**config.mk**
```make
export PLATFORM = sky130hd
export DESIGN_NAME = maze_game_fsm_flat
export DESIGN_NICKNAME = d
export VERILOG_FILES = /design/src/rtl/maze_game_fsm_if.sv /design/src/rtl/maze_game_fsm.sv /design/src/flat_wrapper.sv
export SDC_FILE = /design/constraint.sdc
export NUM_CORES = 1
export LEC_CHECK = 0
export CORE_MARGIN = 2
export CORE_UTILIZATION = 35
export DETAILED_ROUTE_END_ITERATION = 7
export PLACE_DENSITY = 0.6
export SYNTH_ARGS = -nofsm -noshare
export SYNTH_HDL_FRONTEND = slang
export SYNTH_SLANG_ARGS = --single-unit
```
**constraint.sdc**
```tcl
create_clock -name clk -period 4.2 [get_ports clk]
set_input_delay 0.42 -clock clk [delete_from_list [all_inputs] [get_ports clk]]
set_output_delay 0.42 -clock clk [all_outputs]
set_load 0.01 [all_outputs]
```
**src/rtl/maze_game_fsm_if.sv**
```systemverilog
// Bus between the maze game control engine and its surroundings
// (button debouncer, map ROM, renderer).
//   move_pulse  : one-cycle move pulses [0] up, [1] down, [2] left, [3] right
//   start_pulse : one-cycle start/acknowledge pulse
//   map_addr    : registered ROM row address
//   map_row     : ROM row data, valid one cycle after map_addr
//   game_state  : 0 MENU, 1 SHOW, 2 PLAY, 3 FETCH, 4 CHECK, 5 LOST, 6 WON
//   difficulty  : 0 easy, 1 medium, 2 hard
//   player_x/y  : current player cell
//   lives_left  : remaining wall hits
//   map_visible : renderer draws walls when 1
//   lost/won    : level flags
// master = environment side, slave = game engine side.
interface maze_game_fsm_if #(
    parameter int MAP_W = 30,
    parameter int MAP_H = 21
);
    localparam int XW = (MAP_W > 1) ? $clog2(MAP_W) : 1;
    localparam int YW = (MAP_H > 1) ? $clog2(MAP_H) : 1;

    logic [3:0]       move_pulse;
    logic             start_pulse;
    logic [YW-1:0]    map_addr;
    logic [MAP_W-1:0] map_row;
    logic [2:0]       game_state;
    logic [1:0]       difficulty;
    logic [XW-1:0]    player_x;
    logic [YW-1:0]    player_y;
    logic [2:0]       lives_left;
    logic             map_visible;
    logic             lost;
    logic             won;

    modport master (
        output move_pulse, start_pulse, map_row,
        input  map_addr, game_state, difficulty, player_x, player_y,
               lives_left, map_visible, lost, won
    );

    modport slave (
        input  move_pulse, start_pulse, map_row,
        output map_addr, game_state, difficulty, player_x, player_y,
               lives_left, map_visible, lost, won
    );
endinterface

```
**src/rtl/maze_game_fsm.sv**
```systemverilog
// Maze game control engine: menu with difficulty selection, timed map
// preview, play phase with wall-collision checks through a synchronous
// map ROM, life budget and win/loss detection.
// Ports:
//   clk   : system clock
//   reset : asynchronous, active-high
//   bus   : maze_game_fsm_if.slave (move/start pulses, ROM address/data,
//           game state, difficulty, player position, lives, flags)
module maze_game_fsm #(
    parameter int MAP_W      = 30,
    parameter int MAP_H      = 21,
    parameter int START_X    = 0,
    parameter int START_Y    = 20,
    parameter int GOAL_X     = 29,
    parameter int GOAL_Y     = 0,
    parameter int SHOW_EASY  = 100000000,
    parameter int SHOW_MED   = 50000000,
    parameter int SHOW_HARD  = 25000000,
    parameter int LIVES_EASY = 3,
    parameter int LIVES_MED  = 2,
    parameter int LIVES_HARD = 1
) (
    input logic            clk,
    input logic            reset,
    maze_game_fsm_if.slave bus
);
    localparam int XW = (MAP_W > 1) ? $clog2(MAP_W) : 1;
    localparam int YW = (MAP_H > 1) ? $clog2(MAP_H) : 1;
    localparam int SHOW_MAX = (SHOW_EASY > SHOW_MED)
                            ? ((SHOW_EASY > SHOW_HARD) ? SHOW_EASY : SHOW_HARD)
                            : ((SHOW_MED  > SHOW_HARD) ? SHOW_MED  : SHOW_HARD);
    localparam int CW = $clog2(SHOW_MAX) + 1;

    localparam logic [XW-1:0] SX = XW'(START_X);
    localparam logic [YW-1:0] SY = YW'(START_Y);
    localparam logic [XW-1:0] GX = XW'(GOAL_X);
    localparam logic [YW-1:0] GY = YW'(GOAL_Y);

    typedef enum logic [2:0] {
        S_MENU  = 3'd0,
        S_SHOW  = 3'd1,
        S_PLAY  = 3'd2,
        S_FETCH = 3'd3,
        S_CHECK = 3'd4,
        S_LOST  = 3'd5,
        S_WON   = 3'd6
    } state_t;

    state_t        state_q, state_d;
    logic [1:0]    diff_q, diff_d;
    logic [XW-1:0] px_q, px_d, tx_q, tx_d;
    logic [YW-1:0] py_q, py_d, ty_q, ty_d;
    logic [YW-1:0] addr_q, addr_d;
    logic [2:0]    lives_q, lives_d;
    logic          vis_q, vis_d;
    logic          lost_q, lost_d;
    logic          won_q, won_d;
    logic [CW-1:0] cnt_q, cnt_d;

    // Target cell one bit wider than the coordinate: stepping below 0 wraps
    // to all-ones, so a single unsigned "< size" compare catches both edges.
    logic [XW:0]   tx_w;
    logic [YW:0]   ty_w;
    logic          in_range;
    logic          move_any;
    logic [CW-1:0] show_last;
    logic [2:0]    lives_init;

    always_comb begin
        tx_w = {1'b0, px_q};
        ty_w = {1'b0, py_q};
        if (bus.move_pulse[0])      ty_w = {1'b0, py_q} - (YW+1)'(1);
        else if (bus.move_pulse[1]) ty_w = {1'b0, py_q} + (YW+1)'(1);
        else if (bus.move_pulse[2]) tx_w = {1'b0, px_q} - (XW+1)'(1);
        else if (bus.move_pulse[3]) tx_w = {1'b0, px_q} + (XW+1)'(1);
        in_range = (tx_w < (XW+1)'(MAP_W)) && (ty_w < (YW+1)'(MAP_H));
        move_any = |bus.move_pulse;
    end

    always_comb begin
        case (diff_q)
            2'd0:    begin show_last = CW'(SHOW_EASY - 1); lives_init = 3'(LIVES_EASY); end
            2'd1:    begin show_last = CW'(SHOW_MED - 1);  lives_init = 3'(LIVES_MED);  end
            default: begin show_last = CW'(SHOW_HARD - 1); lives_init = 3'(LIVES_HARD); end
        endcase
    end

    always_comb begin
        state_d = state_q;
        diff_d  = diff_q;
        px_d    = px_q;
        py_d    = py_q;
        tx_d    = tx_q;
        ty_d    = ty_q;
        addr_d  = addr_q;
        lives_d = lives_q;
        vis_d   = vis_q;
        lost_d  = lost_q;
        won_d   = won_q;
        cnt_d   = cnt_q;

        case (state_q)
            S_MENU: begin
                if (bus.start_pulse) begin
                    state_d = S_SHOW;
                    vis_d   = 1'b1;
                    lives_d = lives_init;
                    px_d    = SX;
                    py_d    = SY;
                    cnt_d   = '0;
                end else if (bus.move_pulse[0]) begin
                    diff_d = (diff_q == 2'd0) ? 2'd2 : diff_q - 2'd1;
                end else if (bus.move_pulse[1]) begin
                    diff_d = (diff_q == 2'd2) ? 2'd0 : diff_q + 2'd1;
                end
            end
            S_SHOW: begin
                if (cnt_q == show_last) begin
                    state_d = S_PLAY;
                    vis_d   = 1'b0;
                end else begin
                    cnt_d = cnt_q + CW'(1);
                end
            end
            S_PLAY: begin
                if (move_any && in_range) begin
                    tx_d    = tx_w[XW-1:0];
                    ty_d    = ty_w[YW-1:0];
                    addr_d  = ty_w[YW-1:0];
                    state_d = S_FETCH;
                end
            end
            S_FETCH: state_d = S_CHECK;
            S_CHECK: begin
                if (bus.map_row[tx_q]) begin
                    lives_d = lives_q - 3'd1;
                    if (lives_q == 3'd1) begin
                        state_d = S_LOST;
                        lost_d  = 1'b1;
                    end else begin
                        state_d = S_PLAY;
                    end
                end else begin
                    px_d = tx_q;
                    py_d = ty_q;
                    if (tx_q == GX && ty_q == GY) begin
                        state_d = S_WON;
                        won_d   = 1'b1;
                    end else begin
                        state_d = S_PLAY;
                    end
                end
            end
            S_LOST, S_WON: begin
                if (bus.start_pulse) begin
                    state_d = S_MENU;
                    lost_d  = 1'b0;
                    won_d   = 1'b0;
                    px_d    = SX;
                    py_d    = SY;
                    lives_d = '0;
                end
            end
            default: state_d = S_MENU;
        endcase
    end

    always_ff @(posedge clk or posedge reset) begin
        if (reset) begin
            state_q <= S_MENU;
            diff_q  <= '0;
            px_q    <= SX;
            py_q    <= SY;
            tx_q    <= SX;
            ty_q    <= SY;
            addr_q  <= SY;
            lives_q <= '0;
            vis_q   <= 1'b0;
            lost_q  <= 1'b0;
            won_q   <= 1'b0;
            cnt_q   <= '0;
        end else begin
            state_q <= state_d;
            diff_q  <= diff_d;
            px_q    <= px_d;
            py_q    <= py_d;
            tx_q    <= tx_d;
            ty_q    <= ty_d;
            addr_q  <= addr_d;
            lives_q <= lives_d;
            vis_q   <= vis_d;
            lost_q  <= lost_d;
            won_q   <= won_d;
            cnt_q   <= cnt_d;
        end
    end

    assign bus.game_state  = state_q;
    assign bus.difficulty  = diff_q;
    assign bus.player_x    = px_q;
    assign bus.player_y    = py_q;
    assign bus.map_addr    = addr_q;
    assign bus.lives_left  = lives_q;
    assign bus.map_visible = vis_q;
    assign bus.lost        = lost_q;
    assign bus.won         = won_q;
endmodule

```
**src/flat_wrapper.sv**
```systemverilog
// flat-port wrapper written by rule: the top's interface ports become plain ports
module maze_game_fsm_flat 
#(
    parameter int MAP_W      = 30,
    parameter int MAP_H      = 21,
    parameter int START_X    = 0,
    parameter int START_Y    = 20,
    parameter int GOAL_X     = 29,
    parameter int GOAL_Y     = 0,
    parameter int SHOW_EASY  = 100000000,
    parameter int SHOW_MED   = 50000000,
    parameter int SHOW_HARD  = 25000000,
    parameter int LIVES_EASY = 3,
    parameter int LIVES_MED  = 2,
    parameter int LIVES_HARD = 1
)
  (clk, reset, bus_move_pulse, bus_start_pulse, bus_map_row, bus_map_addr, bus_game_state, bus_difficulty, bus_player_x, bus_player_y, bus_lives_left, bus_map_visible, bus_lost, bus_won);
  maze_game_fsm_if #(.MAP_W(MAP_W), .MAP_H(MAP_H)) bus_i ();
  input logic clk;
  input logic reset;
  input wire logic [$bits(bus_i.move_pulse)-1:0] bus_move_pulse;
  input wire logic [$bits(bus_i.start_pulse)-1:0] bus_start_pulse;
  input wire logic [$bits(bus_i.map_row)-1:0] bus_map_row;
  output wire logic [$bits(bus_i.map_addr)-1:0] bus_map_addr;
  output wire logic [$bits(bus_i.game_state)-1:0] bus_game_state;
  output wire logic [$bits(bus_i.difficulty)-1:0] bus_difficulty;
  output wire logic [$bits(bus_i.player_x)-1:0] bus_player_x;
  output wire logic [$bits(bus_i.player_y)-1:0] bus_player_y;
  output wire logic [$bits(bus_i.lives_left)-1:0] bus_lives_left;
  output wire logic [$bits(bus_i.map_visible)-1:0] bus_map_visible;
  output wire logic [$bits(bus_i.lost)-1:0] bus_lost;
  output wire logic [$bits(bus_i.won)-1:0] bus_won;
  assign bus_i.move_pulse = bus_move_pulse;
  assign bus_i.start_pulse = bus_start_pulse;
  assign bus_i.map_row = bus_map_row;
  assign bus_map_addr = bus_i.map_addr;
  assign bus_game_state = bus_i.game_state;
  assign bus_difficulty = bus_i.difficulty;
  assign bus_player_x = bus_i.player_x;
  assign bus_player_y = bus_i.player_y;
  assign bus_lives_left = bus_i.lives_left;
  assign bus_map_visible = bus_i.map_visible;
  assign bus_lost = bus_i.lost;
  assign bus_won = bus_i.won;
  maze_game_fsm #(.MAP_W(MAP_W), .MAP_H(MAP_H), .START_X(START_X), .START_Y(START_Y), .GOAL_X(GOAL_X), .GOAL_Y(GOAL_Y), .SHOW_EASY(SHOW_EASY), .SHOW_MED(SHOW_MED), .SHOW_HARD(SHOW_HARD), .LIVES_EASY(LIVES_EASY), .LIVES_MED(LIVES_MED), .LIVES_HARD(LIVES_HARD)) u_core (.clk(clk), .reset(reset), .bus(bus_i));
endmodule
```
# Word level (Yosys, flattened, before mapping)
# Index checks and enable logic that the tools add are counted.
# W data, S select, Z words.
totals:
  regBits: 59
  word_cells: 111
  inputBits: 37
  out_inout_bits: 26
op_classes:
  n_reduce_logical: 23
  n_eq_ne: 21
  n_mux: 44
  n_bitwise: 1
  addsub: 8
  n_lt_le_gt_ge: 3
op_table:
  columns: ["operator", "count"]
  rows:
  - ["$mux W28", 2]
  - ["$pmux W28 S2", 1]
  - ["$pmux W27 S2", 1]
  - ["$mux W6", 6]
  - ["$add A28 B1 Y28 const B", 1]
  - ["$eq A28 B27 Y1", 1]
  - ["$mux W3", 9]
  - ["$mux W5", 4]
  - ["$pmux W5 S2", 2]
  - ["$pmux W3 S6", 1]
  - ["$reduce_and A4 Y1", 4]
  - ["$add A5 B1 Y6 const B", 2]
  - ["$lt A6 B5 Y1 const B", 2]
  - ["$ne A2 B1 Y1 const B", 6]
  - ["$reduce_and A3 Y1", 4]
  - ["$sub A5 B1 Y6 const B", 2]
  - ["$eq A3 B3 Y1 const B", 3]
  - ["$pmux W3 S3", 1]
  - ["$mux W1", 8]
  - ["$mux W2", 4]
  - ["$ne A2 B2 Y1 const B", 4]
  - ["$reduce_bool A2 Y1", 4]
  - ["$eq A3 B1 Y1 const B", 2]
  - ["$eq A3 B2 Y1 const B", 2]
  - ["other kinds (20)", 24]

# Logic depth before layout (Yosys ltp)
# Gate-level depths: netlist of the first run.
logic_depth:
  word_depth: 10
  mapped_depth: 10

# Worst setup path before layout of the first run
# OpenSTA, ideal clock, no wires.
synth_path:
  path_kind: "reg-to-reg"
  from: "reg u_core.cnt_q[8]"
  to: "reg u_core.cnt_q[2]"
  synth_period_minus_slack_ps: 2604
  slack_ps: 1596
  t_required_ps: 4080
  path_stages_with_launch: 6
  setup_ps: 120
  path_buffers: 0
  t_arrival_ps: 2484
  cell_sequence: "dfrtp_1 -> or4_1 -> or4_4 -> a2111oi_4 -> a31oi_2 -> a31o_2"
synth_via:
  elab_chain_cells: 3
synth_rtl:
  columns: ["element", "line", "text"]
  rows:
  - ["start, declared", "maze_game_fsm.sv:58", "logic [CW-1:0] cnt_q, cnt_d;"]
  - ["start signal, assigned", "maze_game_fsm.sv:194", "cnt_q <= cnt_d;"]
  - ["$eq A28 B27 Y1", "maze_game_fsm.sv:118", "if (cnt_q == show_last) begin"]
  - ["$ne A2 B2 Y1 (no source line)", null, null]
  - ["$reduce_and A3 Y1 (no source line)", null, null]
# Every way passes these cells.
# A chain may end at the register's enable or synchronous reset.

# Worst setup path in the final report of the first run
layout_path:
  from: "reg u_core.tx_q[1]"
  to: "reg u_core.py_q[4] (netlist: u_core.bus.player_y[4])"
layout_via:
  elab_chain_cells: 4
layout_rtl:
  columns: ["element", "line", "text"]
  rows:
  - ["start, declared", "maze_game_fsm.sv:51", "logic [XW-1:0] px_q, px_d, tx_q, tx_d;"]
  - ["start signal, assigned", "maze_game_fsm.sv:187", "tx_q <= tx_d;"]
  - ["$bmux W1 S5", "maze_game_fsm.sv:135", "if (bus.map_row[tx_q]) begin"]
  - ["$mux W1 (implied by the code)", "maze_game_fsm.sv:135", null]
  - ["$ne A2 B2 Y1 (no source line)", null, null]
  - ["$reduce_and A3 Y1 (no source line)", null, null]
  - ["end signal, assigned", "maze_game_fsm.sv:186", "py_q <= py_d;"]
  - ["end, declared", "maze_game_fsm.sv:52", "logic [YW-1:0] py_q, py_d, ty_q, ty_d;"]
# Every way passes these cells. The select of a mux whose other input is x is not followed.

==> results of run 1 <==
logic make-up after synthesis:
logic type	share of synthesized area, %
simple gates	23.9
compound gates	18.3
flops	37.3
buf+inv	4.67
mux	7.66
xor+xnor	5.08
fa+ha+maj	3.15
registers in the layout (all words and copies together) (netlist names):
register / count
u_core.bus.difficulty: 2
u_core.bus.game_state: 3
u_core.bus.lives_left: 3
u_core.bus.lost: 1
u_core.bus.map_visible: 1
u_core.bus.player_x: 5
u_core.bus.player_y: 5
u_core.bus.won: 1
u_core.cnt_q: 28
u_core.tx_q: 5
u_core.ty_q: 5
worst min-delay path: cells and delay by family (launching register included):
family | cells | cell delay, ns
compound gates | 1 | 0.06
buf+inv | 1 | 0.05
flops | 1 | 0.39
layout by cell type, fill, tap and decap left out, types with 5 or more instances in the layout:
| cell | netlist | routed |
|---|---|---|
| clkbuf_1 | 22 | 5 |
| xnor2_1 | 16 | 16 |
| xor2_1 | 7 | 7 |
| ha_1 | 10 | 10 |
| nor2b_1 | 5 | 5 |
| dfrtp_1 | 55 | 55 |
| mux2_2 | 13 | 13 |
| mux2i_1 | 9 | 9 |
| nor2_1 | 43 | 43 |
| and3_1 | 8 | 8 |
| nand2_1 | 29 | 29 |
| a31oi_1 | 6 | 6 |
| o21ai_0 | 15 | 15 |
| clkdlybuf4s50_1 | 0 | 62 |
| inv_1 | 25 | 24 |
| nand2b_1 | 7 | 7 |
| o22ai_1 | 5 | 5 |
| clkbuf_16 | 0 | 9 |
| a22o_1 | 9 | 9 |
| or3_1 | 6 | 6 |
| nor3_1 | 9 | 8 |
| a21oi_1 | 24 | 24 |
| nand3_1 | 21 | 21 |
| nand4_1 | 12 | 12 |
| nor4bb_1 | 5 | 5 |
power by group through the flow:
stage	clock (W)	sequential (W)	combinational (W)
global route	0.000714	0.000847	0.000716
detailed placement	0	0.000835	0.000644
CTS	0.000692	0.000829	0.000646
global placement	0	0.000836	0.000633
floorplan	0	0.000772	0.000439
finish	0.000676	0.000826	0.000637
metrics by stage:
stage	utilization, %	instances
2_1_floorplan	-	442
3_3_place_gp	42.9	622
3_5_place_dp	42.9	622
4_1_cts	45.4	638
5_1_grt	45.4	638
6_report	45.4	638
how the worst max path moves through the flow:
stage / from / to / slack (ns) / depth (start not counted)
detailed placement: bus_move_pulse[0] / u_core.tx_q[0] / 0.99 / 7
finish: u_core.tx_q[1] / u_core.bus.player_y[4] / 1.21 / 6
CTS: u_core.tx_q[1] / u_core.bus.player_x[1] / 1.18 / 6
global route: u_core.tx_q[1] / u_core.bus.player_y[4] / 1.03 / 6
global placement: bus_move_pulse[0] / u_core.ty_q[1] / 1.10 / 7
floorplan: u_core.cnt_q[8] / u_core.cnt_q[2] / 1.60 / 5
synthesized netlist by cell type (6+ instances only):
master | count | area share, %
a21oi_1 | 24 | 3.0
a22o_1 | 9 | 2.0
a31oi_1 | 6 | 0.95
and3_1 | 8 | 1.3
clkbuf_1 | 22 | 2.1
dfrtp_1 | 55 | 35
ha_1 | 10 | 3.2
inv_1 | 25 | 2.4
mux2_2 | 13 | 3.7
mux2i_1 | 9 | 2.3
nand2_1 | 29 | 2.7
nand2b_1 | 7 | 1.1
nand3_1 | 21 | 2.6
nand4_1 | 12 | 1.9
nor2_1 | 43 | 4.1
nor3_1 | 9 | 1.1
o21ai_0 | 15 | 1.9
or3_1 | 6 | 0.95
xnor2_1 | 16 | 3.5
xor2_1 | 7 | 1.5
cell type report:
type	instances	area, um^2
Inverter	25	93.8
Tap cell	140	175
Sequential cell	59	1480
Timing Repair Buffer	64	636
Clock buffer	16	272
Fill cell	1064	5970
Multi-Input combinational cell	334	2310
routing by layer:
layer	part of all wire, %	routed length (um)	vias to the layer above	global-route usage, %
met5	0	0	-	0
met4	0.92	97	0	4.42
met3	4.1	426	10	4.67
met2	49	5120	78	29.1
met1	46	4850	1751	22.2
li1	-	-	1727	-
==> impl_metrics.env, run 1 <==
export IMPL_clockBufferDepth=2
export IMPL_clkTransAtPathRegs_ns=0.05
export IMPL_tightest_slew_ns=0.927
export IMPL_cts_sinks=59
export IMPL_clkLatencyLatePin_ns=0.32
export IMPL_hp_class="reg2reg"
export IMPL_synth_edf_count=0
export IMPL_finalHoldWorstSlack_ns=0.504
export IMPL_internal_power_w=0.00142
export IMPL_setup_viol=0
export IMPL_start_kind="flip-flop"
export IMPL_yosysSeqAreaShare_pct=37.3
export IMPL_syn_cell_area_um2=3970
export IMPL_syn_avg_cell_area_um2=8.98
export IMPL_outcome="complete, no violations"
export IMPL_initial_core_util_pct=36.3
export IMPL_h_tree_depth=3
export IMPL_rsz0062_at_grt="false"
export IMPL_fin_nets=540
export IMPL_max_cap_viol_count=0
export IMPL_rrSetupSlack_ns=1.21
export IMPL_track_usage_pct=17.3
export IMPL_arrival_ns=3.18
export IMPL_synthCells=442
export IMPL_rows=38
export IMPL_gp_congestion=0.847
export IMPL_dpl_hpwl_um=7580
export IMPL_finalCriticalPeriod_ns=2.99
export IMPL_seq_power_share_pct=38.6
export IMPL_cts_root_buf="clkbuf_16"
export IMPL_r2r_end="u_core.bus.player_y[4]"
export IMPL_drt_iter0_drc=229
export IMPL_tritoncts="built"
export IMPL_syn2layout_area_growth_pct=25.1
export IMPL_hold_violations=0
export IMPL_ios=63
export IMPL_holdCritStartpoint="u_core.bus.player_y[4]"
export IMPL_cts_hold_buf=0
export IMPL_crit_path_max_fanout=13
export IMPL_max_freq_mhz=335
export IMPL_fin_crit_sh_pct=71.1
export IMPL_ant_nets=0
export IMPL_relSlewSlack_pct=38.2
export IMPL_grt_pass1_wl_um=17600
export IMPL_via_count=3566
export IMPL_drt_wl_total_um=10500
export IMPL_numCtsBuffers=9
export IMPL_cp_data_required_time_ns=4.40
export IMPL_p_total_w=0.00214
export IMPL_cts_resized=0
export IMPL_whs_endpoint="u_core.bus.player_y[4]"
export IMPL_layout_drive_gt1_share_pct=9.64
export IMPL_die_w_um=110
export IMPL_grt_start_max_net_pins=40
export IMPL_tns_ns=0
export IMPL_die_area_um2=12200
export IMPL_synth_cell_type_count=66
export IMPL_p_per_area_nw_per_um2=431
export IMPL_preCtsSetupSlack_ns=0.995
export IMPL_holdPathStages=2
export IMPL_finalMaxSlewViolations=0
export IMPL_grt_overflow=0
export IMPL_ys_warn_count=0
export IMPL_async_flop_share_pct=100
export IMPL_synth_flop_cell="dfrtp_1"
export IMPL_place_area_um2=4690
export IMPL_max_stage_delay_ns=0.72
export IMPL_stdcell_area_um2=4960
export IMPL_timing_rr_start="u_core.tx_q[1]"
export IMPL_p_leak_nw=2.04
export IMPL_port_buffers=62
export IMPL_end_kind="flip-flop"
export IMPL_viasPerCell=5.59
export IMPL_postCtsSetupBuffers=0
export IMPL_critPathSlowestCell="a21oi_1"
export IMPL_path_class="reg2reg"
export IMPL_cp_cell_sequence="mux2_2 -> or3_1 -> a311o_1 -> and2_1 -> a21oi_1 -> a22oi_1"
export IMPL_yosys_register_bits=59
export IMPL_dr_pass1_iters=4
export IMPL_worstRegToRegCells=6
export IMPL_p_switching_w=0.000715
export IMPL_die_y_um=110
export IMPL_drcViolationCount=0
export IMPL_ir_drop_mv=0.212
export IMPL_syn_nets=489
export IMPL_wire_per_inst_um=16.5
export IMPL_p_clk_share_pct=31.6
export IMPL_power_frac_comb_pct=29.8
export IMPL_grt_pass1_vias=3587
export IMPL_antenna_found_initial=0
export IMPL_fin_ws_ns=1.21
export IMPL_cp_top_family="compound AO/OA/AOI/OAI gates"
export IMPL_finClkSkew_ns=0.00648
export IMPL_switching_share_pct=33.4
export IMPL_worstPathBufferInverterCount=0
export IMPL_core_area_um2=10900
export IMPL_num_antenna_cells=0
Note: power is estimated with default switching activity, not from simulation.
==> run 2: changes to the inputs <==
==> constraint.sdc (replaced) <==
create_clock -name clk -period 3 [get_ports clk]
set_input_delay 0.3 -clock clk [delete_from_list [all_inputs] [get_ports clk]]
set_output_delay 0.3 -clock clk [all_outputs]
set_load 0.01 [all_outputs]
==> run 2 against run 1 <==
Against the previous run:
- global-route usage decreased by 0.16 points
- die area did not move
- via count increased by 0.79%
- non-clock buffer count up 11
- sequential share of layout area decreased by 0.58 points
- critical endpoint is now u_core.cnt_q[2]
- core utilization rose by 0.89 points
- clock-buffer cell count fell by 2
==> impl_metrics.env, run 2 (synthesis results as in run 1) <==
export IMPL_ios=63
export IMPL_switching_share_pct=33.8
export IMPL_seq_power_share_pct=37.5
export IMPL_cts_resized=0
export IMPL_tightest_slew_ns=0.674
export IMPL_seqCellArea_um2=1480
export IMPL_fin_cells=649
export IMPL_clockBufferDepth=2
export IMPL_grt_pass1_wl_um=17400
export IMPL_track_usage_pct=17.2
export IMPL_internal_power_w=0.00201
export IMPL_crit_path_max_fanout=8
export IMPL_cp_data_required_time_ns=3.21
export IMPL_ant_nets=0
export IMPL_cts_root_buf="clkbuf_16"
export IMPL_finalHoldWorstSlack_ns=0.383
export IMPL_finClkSkew_ns=0.00700
export IMPL_preCtsSetupSlack_ns=0.249
export IMPL_grt_start_max_net_pins=33
export IMPL_port_buffers=62
export IMPL_grt_pass1_vias=3565
export IMPL_wire_per_inst_um=16.2
export IMPL_top_register="u_core.cnt_q"
export IMPL_finalCriticalPeriod_ns=2.64
export IMPL_start_kind="flip-flop"
export IMPL_layout_commonest_cell="clkdlybuf4s50_1"
export IMPL_p_clk_share_pct=31.3
export IMPL_outcome="complete, no violations"
export IMPL_max_freq_mhz=378
export IMPL_initial_core_util_pct=36.3
export IMPL_arrival_ns=2.86
export IMPL_setup_viol=0
export IMPL_drcViolationCount=0
export IMPL_layout_drive_gt1_share_pct=12.0
export IMPL_path_class="reg2reg"
export IMPL_core_area_um2=10900
export IMPL_drt_wl_total_um=10500
export IMPL_fin_ws_ns=0.355
export IMPL_numCtsBuffers=9
export IMPL_largest_reg_flops=28
export IMPL_multi_input_area_um2=2310
export IMPL_cts_sinks=59
export IMPL_drt_iter0_drc=168
export IMPL_syn2layout_area_growth_pct=27.6
export IMPL_final_cell_mix="62 x clkdlybuf4s50_1, 55 x dfrtp_1, 43 x nor2_1, 29 x nand2_1"
export IMPL_max_cap_viol_count=0
export IMPL_fin_crit_sh_pct=88.2
export IMPL_ir_drop_mv=0.312
export IMPL_dr_pass1_iters=7
export IMPL_p_per_area_nw_per_um2=600
export IMPL_rsz0062_at_grt="false"
export IMPL_die_w_um=110
export IMPL_antenna_found_initial=0
export IMPL_place_inst=633
export IMPL_relSlewSlack_pct=54.8
export IMPL_num_antenna_cells=0
export IMPL_hold_violations=0
export IMPL_die_area_um2=12200
export IMPL_power_frac_comb_pct=31.1
export IMPL_postCtsSetupBuffers=0
export IMPL_fillers=1056
export IMPL_tns_ns=0
export IMPL_grt_overflow=0
export IMPL_p_switching_w=0.00103
export IMPL_cts_hold_buf=0
export IMPL_tritoncts="built"
export IMPL_gp_congestion=0.802
export IMPL_dpl_hpwl_um=7670
export IMPL_final_util_pct=46.3
export IMPL_end_kind="flip-flop"
export IMPL_rows=38
export IMPL_hp_class="in2async"
export IMPL_viasPerCell=5.54
export IMPL_fin_nets=551
export IMPL_p_leak_nw=2.10
export IMPL_h_tree_depth=3
export IMPL_via_count=3594
export IMPL_finalMaxSlewViolations=0
export IMPL_clkTransAtPathRegs_ns=0.05
export IMPL_die_y_um=110
export IMPL_clkLatencyLatePin_ns=0.32
-- run 2: cell types whose count changed in the layout (fill, tap and decap cells not counted), sizes merged --
cell / previous run / this run
clkinv: 0 / 2
buf: 2 / 13
clkbuf: 16 / 14
-- run 2: worst max-delay path, stage by stage (launching register included) --
cell and delay (ns):
dfrtp_1 0.41, or4_1 0.54, or4_4 0.55, a2111oi_4 0.32, buf_4 0.23, a31oi_2 0.20, a31o_2 0.28
-- run 2: area by class of cell --
cell class / instances / share of cell area [%]
sequential: 59 / 29.3
inverter: 25 / 1.85
tap: 140 / 3.46
timing repair buffer: 75 / 14.4
clock inverter: 2 / 0.198
multi-input combinational: 334 / 45.6
clock buffer: 14 / 5.22
-- run 2: final timing paths --
path | start | end | slack (ns) | depth (start not counted)
min in group clk | u_core.bus.lost | u_core.bus.lost | 0.49 | 2
max in group asynchronous | reset | u_core.cnt_q[21] | 2.02 | 3
hold reg to reg | u_core.bus.lost | u_core.bus.lost | 0.49 | 2
hold / removal | reset | u_core.bus.difficulty[0] | 0.38 | 2
setup reg to reg | u_core.cnt_q[8] | u_core.cnt_q[2] | 0.36 | 6
setup / recovery | u_core.cnt_q[8] | u_core.cnt_q[2] | 0.36 | 6
-- run 2: metal layers --
| metal | wire length, um | track usage [%] | vias to the layer above |
|---|---|---|---|
| li1 | - | - | 1753 |
| met1 | 4710 | 22.5 | 1727 |
| met2 | 5100 | 29.2 | 110 |
| met3 | 654 | 4.01 | 4 |
| met4 | 34 | 3.33 | 0 |
| met5 | 0 | 0 | - |
-- run 2: stage by stage --
stage / cell area, um^2 / total power, W
5_1_grt: 5060 / 0.00323
2_1_floorplan: 3970 / 0.00169
3_3_place_gp: 4790 / 0.00208
6_report: 5060 / 0.00304
3_5_place_dp: 4790 / 0.00210
4_1_cts: 5060 / 0.00307
-- run 2: power by group through the flow --
| stage | Sequential [W] | Clock [W] | Combinational [W] |
|---|---|---|---|
| 5_1_grt | 0.00117 | 0.00101 | 0.00105 |
| 3_3_place_gp | 0.00115 | 0 | 0.000931 |
| 6_report | 0.00114 | 0.000951 | 0.000945 |
| 4_1_cts | 0.00114 | 0.000969 | 0.000956 |
| 2_1_floorplan | 0.00108 | 0 | 0.000614 |
| 3_5_place_dp | 0.00115 | 0 | 0.000950 |
==> run 3: changes to the inputs <==
--- a/config.mk
+++ b/config.mk
@@ -5,7 +5,6 @@
 export SDC_FILE = /design/constraint.sdc
 export NUM_CORES = 1
 export LEC_CHECK = 0
-export CORE_MARGIN = 2
 export CORE_UTILIZATION = 35
 export DETAILED_ROUTE_END_ITERATION = 7
 export PLACE_DENSITY = 0.6
==> run 3 against run 2 <==
Against the previous run:
- die area is 3.6% lower
- clock skew fell by 0.0029 ns
- sequential share of layout area barely moved
- power is 0.16% lower
- worst hold slack better by 0.015 ns
- maximum frequency about the same
- clock power fell by 0.8%
- setup slack worse by 0.00050 ns
- design area down 0.15%
- critical path depth unchanged
- clock-buffer cell count unchanged
- wire length fell by 3.4%
==> impl_metrics.env, run 3 (synthesis results as in run 1) <==
export IMPL_preCtsSetupSlack_ns=0.132
export IMPL_setup_viol=0
export IMPL_finalCriticalPeriod_ns=2.65
export IMPL_fin_ws_ns=0.355
export IMPL_grt_pass1_vias=3488
export IMPL_dpl_hpwl_um=7430
export IMPL_relSlewSlack_pct=43.0
export IMPL_seq_power_share_pct=37.3
export IMPL_cp_cell_sequence="or4_1 -> or4_4 -> a2111oi_4 -> buf_4 -> a31oi_2 -> a31o_2"
export IMPL_rsz0062_at_grt="false"
export IMPL_rows=38
export IMPL_r2r_end="u_core.cnt_q[2]"
export IMPL_postCtsSetupBuffers=0
export IMPL_viasPerCell=5.58
export IMPL_die_y_um=108
export IMPL_end_kind="flip-flop"
export IMPL_via_count=3615
export IMPL_tritoncts="built"
export IMPL_clkLatencyLatePin_ns=0.32
export IMPL_cp_data_required_time_ns=3.21
export IMPL_syn2layout_area_growth_pct=27.4
export IMPL_cp_top_family="simple AND/OR/NAND/NOR gates"
export IMPL_power_frac_comb_pct=31.6
export IMPL_clockBufferDepth=2
export IMPL_drt_wl_total_um=10100
export IMPL_fillers=1070
export IMPL_outcome="complete, no violations"
export IMPL_worstPathBufferInverterCount=1
export IMPL_die_w_um=108
export IMPL_numCtsBuffers=9
export IMPL_cts_sinks=59
export IMPL_p_leak_nw=2.10
export IMPL_max_cap_viol_count=0
export IMPL_tns_ns=0
export IMPL_start_kind="flip-flop"
export IMPL_hp_class="in2async"
export IMPL_rrSetupSlack_ns=0.35
export IMPL_grt_overflow=0
export IMPL_worstRegToRegCells=6
export IMPL_p_total_w=0.00303
export IMPL_arrival_ns=2.86
export IMPL_layout_drive_gt1_share_pct=11.8
export IMPL_core_area_um2=10900
export IMPL_grt_start_max_net_pins=31
export IMPL_max_freq_mhz=378
export IMPL_crit_path_max_fanout=8
export IMPL_largest_reg_flops=28
export IMPL_gp_congestion=0.869
export IMPL_drcViolationCount=0
export IMPL_internal_power_w=0.00202
export IMPL_critPathSlowestCell="or4_1"
export IMPL_crit_path_start="u_core.cnt_q[8]"
export IMPL_timing_rr_start="u_core.cnt_q[8]"
export IMPL_p_switching_w=0.00101
export IMPL_track_usage_pct=18.3
export IMPL_ir_drop_mv=0.265
export IMPL_layout_commonest_cell="clkdlybuf4s50_1"
export IMPL_cts_root_buf="clkbuf_16"
export IMPL_die_area_um2=11800
export IMPL_top_register="u_core.cnt_q"
export IMPL_wire_per_inst_um=15.6
export IMPL_drt_iter0_drc=201
export IMPL_p_clk_share_pct=31.1
export IMPL_path_class="reg2reg"
export IMPL_cts_resized=0
export IMPL_tightest_slew_ns=0.854
export IMPL_ant_nets=0
export IMPL_finClkSkew_ns=0.00414
export IMPL_initial_core_util_pct=36.3
export IMPL_num_antenna_cells=0
export IMPL_hold_violations=0
export IMPL_fin_nets=550
export IMPL_h_tree_depth=3
export IMPL_clkTransAtPathRegs_ns=0.05
export IMPL_max_stage_delay_ns=0.56
export IMPL_port_buffers=62
export IMPL_cts_hold_buf=0
export IMPL_switching_share_pct=33.2
export IMPL_p_per_area_nw_per_um2=600
export IMPL_ios=63
export IMPL_antenna_found_initial=0
export IMPL_grt_pass1_wl_um=16900
export IMPL_finalMaxSlewViolations=0
export IMPL_dr_pass1_iters=4
export IMPL_fin_crit_sh_pct=88.2
export IMPL_final_cell_mix="62 x clkdlybuf4s50_1, 55 x dfrtp_1, 43 x nor2_1, 29 x nand2_1"
run 3: cell count changes in the layout (fill, tap and decap cells not counted):
| cell | before | now |
|---|---|---|
| buf_4 | 12 | 11 |
run 3: final cells by class:
| cell class | count | area (um^2) | area share (%) |
|---|---|---|---|
| Timing Repair Buffer | 74 | 723 | 14.3 |
| Sequential cell | 59 | 1480 | 29.3 |
| Inverter | 25 | 93.8 | 1.86 |
| Clock buffer | 14 | 264 | 5.22 |
| Tap cell | 140 | 175 | 3.47 |
| Multi-Input combinational cell | 334 | 2310 | 45.6 |
| Clock inverter | 2 | 10.0 | 0.198 |
run 3: power groups by stage:
stage,Sequential (W),Combinational [W],Clock (W)
floorplan,0.00108,0.000614,0
global placement,0.00115,0.000946,0
detailed placement,0.00114,0.000957,0
global route,0.00116,0.00106,0.00101
finish,0.00113,0.000958,0.000943
CTS,0.00113,0.000968,0.000960
run 3: metal layers:
layer	vias up	wire, um	global-route usage, %
met5	-	0	0
met4	0	125	4.92
met3	16	404	5.18
met2	80	4970	30.5
met1	1763	4630	23.2
li1	1756	-	-
run 3: how the worst max path moves through the flow:
stage / end / slack [ns] / cells after the start
after global routing: u_core.cnt_q[1] / 0.23 / 7
after global placement: u_core.tx_q[3] / 0.25 / 8
final: u_core.cnt_q[2] / 0.35 / 6
after CTS: u_core.cnt_q[2] / 0.37 / 6
after detailed placement: u_core.ty_q[0] / 0.13 / 8
after floorplan: u_core.cnt_q[2] / 0.40 / 5
run 3: metrics by stage:
step	hold slack [ns]	utilization, %	cell area (um^2)	std cells
global placement	0.493	43.7	4780	632
finish	0.398	46.2	5050	648
floorplan	0.497	-	3970	442
detailed placement	0.499	43.7	4780	632
CTS	0.416	46.2	5050	648
global route	0.439	46.2	5050	648
run 3: worst reg2reg max path: cells and delay by family (launching register included):
kind / cells / cell delay [ns]
buffers and inverters: 1 / 0.23
AOI/OAI and AO/OA: 3 / 0.79
and+or+nand+nor: 2 / 1.10
DFF: 1 / 0.40
